## config.mk

```make
export PLATFORM = sky130hd
export DESIGN_NAME = nibble_serial_adder
export DESIGN_NICKNAME = d
export VERILOG_FILES = /design/src/rtl/nibble_serial_adder.sv
export SDC_FILE = /design/constraint.sdc
export NUM_CORES = 1
export LEC_CHECK = 0
export BUFFER_PORTS_ARGS = -buffer_cell sky130_fd_sc_hd__buf_2
export CAP_MARGIN = 15
export CORE_UTILIZATION = 44
export CTS_CLUSTER_SIZE = 14
export DETAILED_ROUTE_END_ITERATION = 10
export PLACE_DENSITY = 0.76
export SYNTH_ARGS = -nofsm -noshare
export SYNTH_HDL_FRONTEND = slang
export SYNTH_SLANG_ARGS = --single-unit
```

## constraint.sdc

```tcl
create_clock -name clk -period 4.02 [get_ports clk]
set_input_delay 0.804 -clock clk [delete_from_list [all_inputs] [get_ports clk]]
set_output_delay 0.804 -clock clk [all_outputs]
set_load 0.01 [all_outputs]
```

## src/rtl/nibble_serial_adder.sv

```systemverilog
// Multi-cycle adder: one 4-bit carry-lookahead slice per clock, LSB nibble first,
// with a registered carry between slices and valid/ready on both sides.
module nibble_serial_adder #(
    parameter int WIDTH = 16
) (
    input  logic             clk,
    input  logic             rst,
    input  logic             in_valid,
    output logic             in_ready,
    input  logic [WIDTH-1:0] a,
    input  logic [WIDTH-1:0] b,
    input  logic             cin,
    output logic             out_valid,
    input  logic             out_ready,
    output logic [WIDTH-1:0] sum,
    output logic             cout,
    output logic             ovf,
    output logic             busy
);

    localparam int NIBBLES = WIDTH / 4;
    localparam int IW      = (NIBBLES > 1) ? $clog2(NIBBLES) : 1;
    localparam logic [IW-1:0] LAST_IDX = IW'(NIBBLES - 1);

    localparam logic [1:0] S_IDLE = 2'd0;
    localparam logic [1:0] S_RUN  = 2'd1;
    localparam logic [1:0] S_DONE = 2'd2;

    logic [1:0]       state;
    logic [IW-1:0]    idx;
    logic             carry_reg;
    logic [WIDTH-1:0] op_a;
    logic [WIDTH-1:0] op_b;

    logic [IW+1:0]    base;
    logic [3:0]       a_nib;
    logic [3:0]       b_nib;
    logic [3:0]       p;
    logic [3:0]       g;
    logic [4:0]       c;
    logic [3:0]       s_nib;
    logic             accept;

    // Accepting in DONE on the same edge the result is taken keeps the
    // issue rate at one operation per NIBBLES+1 cycles.
    assign in_ready  = (state == S_IDLE) || ((state == S_DONE) && out_ready);
    assign accept    = in_valid && in_ready;
    assign out_valid = (state == S_DONE);
    assign busy      = (state != S_IDLE);

    assign base  = {idx, 2'b00};
    assign a_nib = op_a[base +: 4];
    assign b_nib = op_b[base +: 4];

    always_comb begin
        p     = a_nib ^ b_nib;
        g     = a_nib & b_nib;
        c     = '0;
        c[0]  = carry_reg;
        c[1]  = g[0] | (p[0] & c[0]);
        c[2]  = g[1] | (p[1] & g[0]) | (p[1] & p[0] & c[0]);
        c[3]  = g[2] | (p[2] & g[1]) | (p[2] & p[1] & g[0])
              | (p[2] & p[1] & p[0] & c[0]);
        c[4]  = g[3] | (p[3] & g[2]) | (p[3] & p[2] & g[1])
              | (p[3] & p[2] & p[1] & g[0])
              | (p[3] & p[2] & p[1] & p[0] & c[0]);
        s_nib = p ^ c[3:0];
    end

    always_ff @(posedge clk or posedge rst) begin
        if (rst) begin
            state     <= S_IDLE;
            idx       <= '0;
            carry_reg <= 1'b0;
            op_a      <= '0;
            op_b      <= '0;
            sum       <= '0;
            cout      <= 1'b0;
            ovf       <= 1'b0;
        end else begin
            case (state)
                S_RUN: begin
                    sum[base +: 4] <= s_nib;
                    carry_reg      <= c[4];
                    idx            <= idx + IW'(1);
                    if (idx == LAST_IDX) begin
                        cout  <= c[4];
                        ovf   <= c[3] ^ c[4];
                        state <= S_DONE;
                    end
                end
                S_DONE: begin
                    if (out_ready) state <= S_IDLE;
                end
                default: state <= S_IDLE;
            endcase
            if (accept) begin
                op_a      <= a;
                op_b      <= b;
                carry_reg <= cin;
                idx       <= '0;
                sum       <= '0;
                cout      <= 1'b0;
                ovf       <= 1'b0;
                state     <= S_RUN;
            end
        end
    end

endmodule
```

Yosys cells after proc, flatten, opt, wreduce, memory -nomap -nowiden:

Index checks and enable logic that the tools add are counted.
Widths: inputs -> output; s select.

* register bits after elaboration: 55
* word-level logic and storage cells: 75
* output and inout port bits: 21

* mux-type cells: 17
* shifts and indexed selects: 4
* bitwise gates (word level): 30
* reduce and logical (&&, ||, !) cells: 9
* eq/ne operators: 5
* $add $sub $neg: 2

Operators with widths (count)
* $mux 16: 2
* $shiftx 16x5->4: 2
* $and 1x1->1: 16
* $bwmux 16: 1
* $shift 4x6->16 const A: 1
* $shiftx 4x6->16: 1
* $mux 2: 5
* $or 1x1->1: 10
* $mux 1: 8
* $xor 4x4->4: 2
* $neg 4->6: 1
* $reduce_bool 2->1: 3
* $and 4x4->4: 1
* $eq 2x2->1 const B: 2
* $pmux 2 s2: 1
* $reduce_and 2->1: 2
* $ne 3x1->1 const B: 1
* $ne 3x3->1 const B: 1
* $add 2x1->2 const B: 1
* $eq 2x1->1 const B: 1
* $logic_and 1x1->1: 2
* $logic_not 2->1: 1
* $logic_or 1x1->1: 1
* $xor 1x1->1: 1

Longest topological paths before layout:

Gate-level depths: netlist of run 1.

* word-level depth: 11
* mapped depth: 7
* gate-level depth less buffers: 6

Least setup slack after synthesis of run 1:

No wires, ideal clock.

* path kind: register to register
* start: register idx[0]
* end: register sum[11]
* library setup time: 0.121 ns
* arrival: 2.317 ns
* setup slack: 1.582 ns
* period minus slack after synthesis: 2.438 ns
* data required time: 3.899 ns
* stages on the path, launching flop included: 8
* cells stage by stage: dfrtp_1 > buf_4 > mux4_2 > ha_1 > a211o_1 > a21oi_2 > xnor2_1 > a22o_1

* longest elaborated chain between the ends: 11
* elaborated cells between the ends (all ways): 26

Ends and longest elaborated chain
* start, declared: line 30 `logic [IW-1:0] idx;`
* start signal, assigned: line 85 `idx <= idx + IW'(1);`
* $shiftx 16x5->4, on equally long branches: line 52, 53
* $xor 4x4->4 / $and 4x4->4 (equally long branches): line 56, 57
* $and 1x1->1, on equally long branches: line 62, 63
* $or 1x1->1, or another cell as far along: line 62 `c[3] = g[2] | (p[2] & g[1]) | (p[2] & p[1] & g[0])`
* $or 1x1->1 / $and 1x1->1 (equally long branches): line 62, 63
* $or 1x1->1: line 63 `| (p[2] & p[1] & p[0] & c[0]);`
* $xor 4x4->4: line 67 `s_nib = p ^ c[3:0];`
* $shiftx 4x6->16: line 83 `sum[base +: 4] <= s_nib;`
* $bwmux 16 (*): line 83
* $mux 16 (*): line 81 `case (state)`
* $mux 16 (*): line 97 `if (accept) begin`
* end signal, assigned by index: line 83
* end, declared: line 15 `output logic [WIDTH-1:0] sum,`

Mark *: on every way between the ends. The rest lies on a longest branch, timed or not. The select of a mux whose other input is x is not followed.
A chain may end at the register's enable or synchronous reset.

Final worst setup path of run 1:

* start: register idx[0]
* end: register sum[15]

The elaborated chain is that of the path after synthesis.

==> impl_results.md, run 1 <==
- H-Tree Depth: 2
- Crit end category: flop
- Max-Cap Viols: 0
- HPWL Detailed: 3538 um
- Clock Skew: 0.006977 ns
- Global placement routability congestion: 0.8438
- Period utilization: 0.6817
- Final hold slack: about 0.49 ns
- Worst-path fanout max: 9
- Vias in the first global route: 1,741
- CP peak stage delay: 0.64 ns
- Worst Reg2Reg Path Length in Cells: 7
- Most Crowded Layer GR: met2
- Setup bufs post-CTS: 0
- Commonest non-fill, non-tap cell in the layout: buf_2
- Initial antenna violation count: 0
- CTS tree: done
- Status: finished, final reports clean
- Reg2reg end: sum[15]
- CTS root buf: clkbuf_8
- Syn nets: 233
- Reg-to-reg slack, setup: 1.28 ns
- Placeable Area: 5608 um^2
- Crit Path Category: flop to flop
- Top flop regs: op_a: 16 flops, op_b: 16 flops, sum: 16 flops
- WP data arrival: 2.93 ns
- Total gr overflow: 0
- Die span in x: 79.06 um
- Crit-path slowest cell: dfrtp_1
- Via Count: 1,684
- Max-slew violations: 0
- Sink Count: 55
- CTS resizes: 0
- DRT Wirelength: between 4000 and 5000 um
- Seq/Total Area, Yosys: 0.5268
- Total CTS buffers: 5
- Routed length per instance: 15.25 um
- Tmin final: 2.740 ns
- Fmax: 0.3649 GHz
- RSZ-0062 raised after global routing: no
- Top cells by area, synth: dfrtp_1, mux2_2, mux4_2
- Antenna cells: 0
- Worst slew pin tran: approximately 0.76 ns
- Die height: 79.06 um
- Top-area cell type share of the netlist area: 0.5268
- TNS Setup: 0 ns
- Iter 0 DRT Violations: 68
- Largest net degree at the start of global routing: 56
- Row count: 27
- Number of I/O port buffers: between 50 and 60
- Post-Syn Area: between 2000 and 3000 um^2
- Global-route wire length before repair: 8328 um
- Met3 GRT Util: 0.03448
- Drt pass-1 iters: 4
- R2r startpoint: idx[0]
- Finish-stage setup viols: 0
- Worst hold path class: primary input to async pin
- Hold Vio Cnt, Final: 0
- CP required: 4.21 ns
- Max-slew headroom: 0.4921
- Via-per-instance ratio: 5.346
- Power Dens Cells: around 900 nW/um^2
- Yosys warning total: 0
- Post-DRT Antenna Nets: 0
- Die Footprint: roughly 6200 um^2
- Synthesized area per cell: ~14 um^2
- Ports: 58
- Reg clk slew, reported paths: 0.09 ns
- Most frequent cells in the layout: buf_2, dfrtp_1, mux2_2, a22o_1, ha_1
- Initial Util: 0.4659
- Worst-skew pair later-pin latency: 0.30 ns
- Final net count: 293
- Met1 usage: 0.2387
- Ratio of cells with drive above 1 in the final layout: 0.4691
- Layout area overhead: 16.57%
- Netlist cell types: 37
- Seq cells post-synth: between 50 and 60
- Met2 usage: 0.2733
- Startpoint types: flop
- Total GRT Usage: 0.1719
- Cells after Synth: 184
- Longest Clk Path Bufs: 2
- Worst path cell trace: buf_4 > mux4_2 > ha_1 > a211o_1 > a21oi_2 > xnor2_1 > a22o_1
- Hold-fix buffers at CTS: 0
- Residual DRC: 0
- P_leak: 0.001438 uW
- Largest area contributor in the synthesized netlist: dfrtp_1
- VDD IR max: 0.4341 mV
-- metrics by stage --
step | power (uW) | instance area (um^2) | cells | worst slack (ns) | util
6_report | 2820 | 3045 | 315 | 1.280 | 0.5431
5_1_grt | 3065 | 3045 | 315 | 1.067 | 0.5431
4_1_cts | 2854 | 3025 | 314 | 1.225 | 0.5395
3_5_place_dp | 2566 | 2949 | 308 | 1.233 | 0.5259
3_3_place_gp | 2505 | 2949 | 308 | 1.342 | 0.5259
2_1_floorplan | 2163 | 2613 | 184 | 1.582 | -
-- worst max-delay path, delay by kind of cell (launching register included) --
kind | cells | cell delay (ns)
adders and majority gates | 1 | 0.36
buffers and inverters | 1 | 0.25
DFF | 1 | 0.64
AOI/OAI and AO/OA | 3 | 0.67
xor gates and xnor gates | 1 | 0.15
muxes | 1 | 0.56
-- worst max-delay path by stage --
stage | start | to | slack, ns | cells after the start
final | idx[0] | sum[15] | 1.28 | 7
after global routing | idx[0] | sum[11] | 1.07 | 7
after CTS | idx[0] | sum[15] | 1.23 | 7
after detailed placement | idx[0] | sum[11] | 1.23 | 7
after global placement | idx[0] | sum[11] | 1.34 | 7
after floorplan | idx[0] | sum[11] | 1.58 | 7
-- metal layers --
| layer | up-vias | share of wire |
|---|---|---|
| li1 | 797 | - |
| met1 | 839 | 0.48 |
| met2 | 43 | 0.47 |
| met3 | 5 | 0.042 |
| met4 | 0 | 0.0083 |
| met5 | - | 0 |
-- synthesized netlist by cell type (all sizes together) --
| cell type | number |
|---|---|
| ha | 11 |
| or2 | 1 |
| nand2 | 7 |
| mux4 | 8 |
| o211ai | 1 |
| dfrtp | 55 |
| mux2 | 32 |
| nor3 | 3 |
| inv | 3 |
| nor3b | 2 |
| nor2b | 3 |
| o22ai | 1 |
| a21o | 1 |
| nand3 | 2 |
| buf | 7 |
| fa | 1 |
| o31ai | 1 |
| o21ai | 1 |
| a211o | 1 |
| o21a | 1 |
| a21oi | 9 |
| a22o | 16 |
| and4 | 1 |
| nor2 | 5 |
| xnor2 | 3 |
| o21bai | 1 |
| nor4 | 1 |
| mux2i | 1 |
| xor2 | 1 |
| nand2b | 2 |
| and3 | 2 |
-- power breakdown --
group	switching [uW]	total, uW	internal (uW)
Sequential	188	998	810
Combinational	799	1540	740
Clock	167	283	116
-- cell type report --
type / count / area (um^2)
inverter: 3 / 11.26
multi-input combinational: 119 / 1171
timing repair buffer: 60 / 320.3
fill: 519 / 2562
clock inverter: 1 / 7.507
sequential: 55 / 1376
tap: 72 / 90.09
clock buffer: 5 / 68.82
-- cells by family after synthesis --
family / share of synthesized area
flip-flops: 0.5268
multiplexers: 0.2107
AO/OA/AOI/OAI: 0.09579
AND/OR/NAND/NOR: 0.06801
adder cells (fa/ha/maj): 0.06034
buffers and inverters: 0.02490
XOR/XNOR: 0.01341
(Power assumes the default switching activity.)
==> run 2: changes to the inputs <==
--- a/config.mk
+++ b/config.mk
@@ -5,6 +5,7 @@
 export SDC_FILE = /design/constraint.sdc
 export NUM_CORES = 1
 export LEC_CHECK = 0
+export ABC_AREA = 1
 export BUFFER_PORTS_ARGS = -buffer_cell sky130_fd_sc_hd__buf_2
 export CAP_MARGIN = 15
 export CORE_UTILIZATION = 44
==> constraint.sdc (replaced) <==
create_clock -name clk -period 2.6 [get_ports clk]
set_input_delay 0.52 -clock clk [delete_from_list [all_inputs] [get_ports clk]]
set_output_delay 0.52 -clock clk [all_outputs]
set_load 0.01 [all_outputs]
==> impl_results.md, run 2 <==
- Number of I/O port buffers: 57
- Hold Vio Cnt, Final: 0
- Sw Share: 0.4366
- Top cells by area, synth: dfrtp_1, mux2_1, nand2_1
- Antenna cells: 0
- Final Cell Area: between 3000 and 4000 um^2
- CP required: between 2 and 3 ns
- Internal: 2510 uW
- Syn nets: approximately 330
- Max-Cap Viols: 0
- Synthesized area per cell: 9.797 um^2
- Startpoint types: flop
- Netlist cell types: 26
- Prevailing post-synth register cell: dfrtp_1
- Die height: 80.39 um
- Longest Clk Path Bufs: 2
- Setup ws final: 0.2939 ns
- DRT Wirelength: 5552 um
- Post-Syn Area: 2704 um^2
- RSZ-0062 raised after global routing: no
- Layout area overhead: 19.71%
- Worst-skew pair later-pin latency: 0.30 ns
- H-Tree Depth: 2
- P_leak: roughly 0.0016 uW
- Max-slew violations: 0
- CTS root buf: clkbuf_8
- Global placement routability congestion: a little under 0.9
- Residual DRC: 0
- NetSw: between 1500 and 2000 uW
- Row count: 28
- Dpl cell area: 3103 um^2
- Synth top cells by count: nand2_1, dfrtp_1, mux2_1, nor2_1, o21ai_0
- Top-area cell type share of the netlist area: 0.5090
- Power Dens Cells: 1377 nW/um^2
- Max-slew headroom: 0.5980
- Initial Util: 0.4567
- Period utilization: 0.8870
- Ports: 58
- Initial antenna violation count: 0
- HPWL Detailed: 4155 um
- Tmin final: 2.306 ns
- Global-route wire length before repair: about 9400 um
- Seq cells post-synth: 55
- Pre-CTS WS: 0.3405 ns
- Final net count: 387
- Crit end category: flop
- Clock share of power: 0.146
- Clock Skew: 0.005992 ns
- Top flop regs: op_a: 16 flops, op_b: 16 flops, sum: 16 flops
- Finish-stage setup viols: 0
- Worst slew pin tran: between 0.6 and 0.7 ns
- Cells after Synth: 276
- Vias in the first global route: ~2,100
- Count leader, synth: nand2_1
- Crit Path Category: flop to flop
- Post-DRT Antenna Nets: 0
- TNS Setup: 0 ns
- Via Count: 2,123
- Commonest non-fill, non-tap cell in the layout: nand2_1
- Worst-path fanout max: 17
- Hold-fix buffers at CTS: 0
- Die span in x: 80.39 um
- Total GRT Usage: 0.1883
- Die Footprint: 6463 um^2
- Worst hold path class: primary input to async pin
- WP data arrival: 2.55 ns
- Routed length per instance: 13.41 um
- Fmax: 0.4336 GHz
- CTS tree: done
- Yosys warning total: 0
- Sink Count: 55
- Fraction of registers with async set/reset: 1.000
- Seq/Total Area, Yosys: 0.5090
- Post-synth EDFFs: 0
- Largest area contributor in the synthesized netlist: dfrtp_1
- Status: finished, final reports clean
- Total gr overflow: 0
- Gate power share: 0.525
- Iter 0 DRT Violations: 117
- Ratio of cells with drive above 1 in the final layout: 0.2507
- Overall Power: ~4500 uW
- VDD IR max: between 0.7 and 0.8 mV
- Register share of total power: 0.329
- Most frequent cells in the layout: nand2_1, buf_2, dfrtp_1, mux2_1, nor2_1
- Drt pass-1 iters: 4
- Via-per-instance ratio: 5.128
- Largest net degree at the start of global routing: 30
- Final hold slack: 0.2796 ns
- Reg clk slew, reported paths: 0.09 ns
- Placeable Area: 5921 um^2
- Total CTS buffers: 5
-- run 2: changes by cell type after synthesis, moves of 12 or more --
cell and delta:
nor2_1 +19, nand2_1 +55, nand3_1 +12, mux2_2 -32, o21ai_0 +17, mux2_1 +32
a22o_1 -15
-- run 2: power groups by stage --
stage / Clock [uW] / Combinational [uW] / Sequential, uW
floorplan: 0 / 1690 / 1460
global placement: 0 / 2240 / 1470
detailed placement: 0 / 2300 / 1480
CTS: 659 / 2330 / 1460
global route: 700 / 2650 / 1510
finish: 649 / 2340 / 1470
-- run 2: cell type report --
cell class              count  area (um^2)
inverters                  20        75.07
well taps                  75        93.84
flip-flops and latches     55         1378
multi-input cells         193         1202
fillers                   543         2684
clock inverters             2        60.06
repair buffers             63        355.3
clock buffers               6        72.57
-- run 2: path summary, 6_finish.rpt --
check,start,endpoint,slack (ns),cells after the start
worst min-delay path,rst,state[1],0.28,2
worst max register to register,idx[0],sum[15],0.29,13
worst min register to register,sum[1],sum[1],0.48,2
worst max-delay path,idx[0],sum[15],0.29,13
min in group clk,b[1],op_b[1],0.42,2
max in group asynchronous,rst,idx[0],1.75,3
-- run 2: cell families after synthesis --
| group | share of synthesized area |
|---|---|
| AND/OR/NAND/NOR | 0.1708 |
| flip-flops | 0.5090 |
| AO/OA/AOI/OAI | 0.07913 |
| multiplexers | 0.1333 |
| buffers and inverters | 0.04627 |
| adder cells (fa/ha/maj) | 0.05831 |
| XOR/XNOR | 0.003240 |
-- run 2: worst max-delay path, stage by stage, from the launching register on --
cell     delay [ns]
dfrtp_2        0.44
buf_4          0.23
o21ai_0        0.10
o22ai_1        0.29
ha_1           0.35
nand2_1        0.08
nor2_1         0.04
nor2_1         0.15
nand2_1        0.09
nand2_1        0.10
nand3_1        0.11
nor2_1         0.14
nand2_1        0.06
nand2_1        0.05
-- run 2: per-layer routing --
layer / global-route usage / vias to the layer above / share of wire / wire length [um]
met1: 0.2463 / 1012 / 0.45 / 2511
met4: 0.04464 / 0 / 0.012 / 65
li1: - / 1040 / - / -
met3: 0.04432 / 6 / 0.056 / 312
met2: 0.3144 / 65 / 0.48 / 2662
met5: 0 / - / 0 / 0
-- run 2: metrics by stage --
stage | instances | utilization
finish | 414 | 0.5467
global route | 414 | 0.5467
CTS | 414 | 0.5465
detailed placement | 406 | 0.5241
global placement | 406 | 0.5241
floorplan | 276 | -
-- run 2: repair_timing --
item	CTS	global route
buffers inserted	0	0
gates resized for setup	0	1
endpoints found under the setup margin	0	2
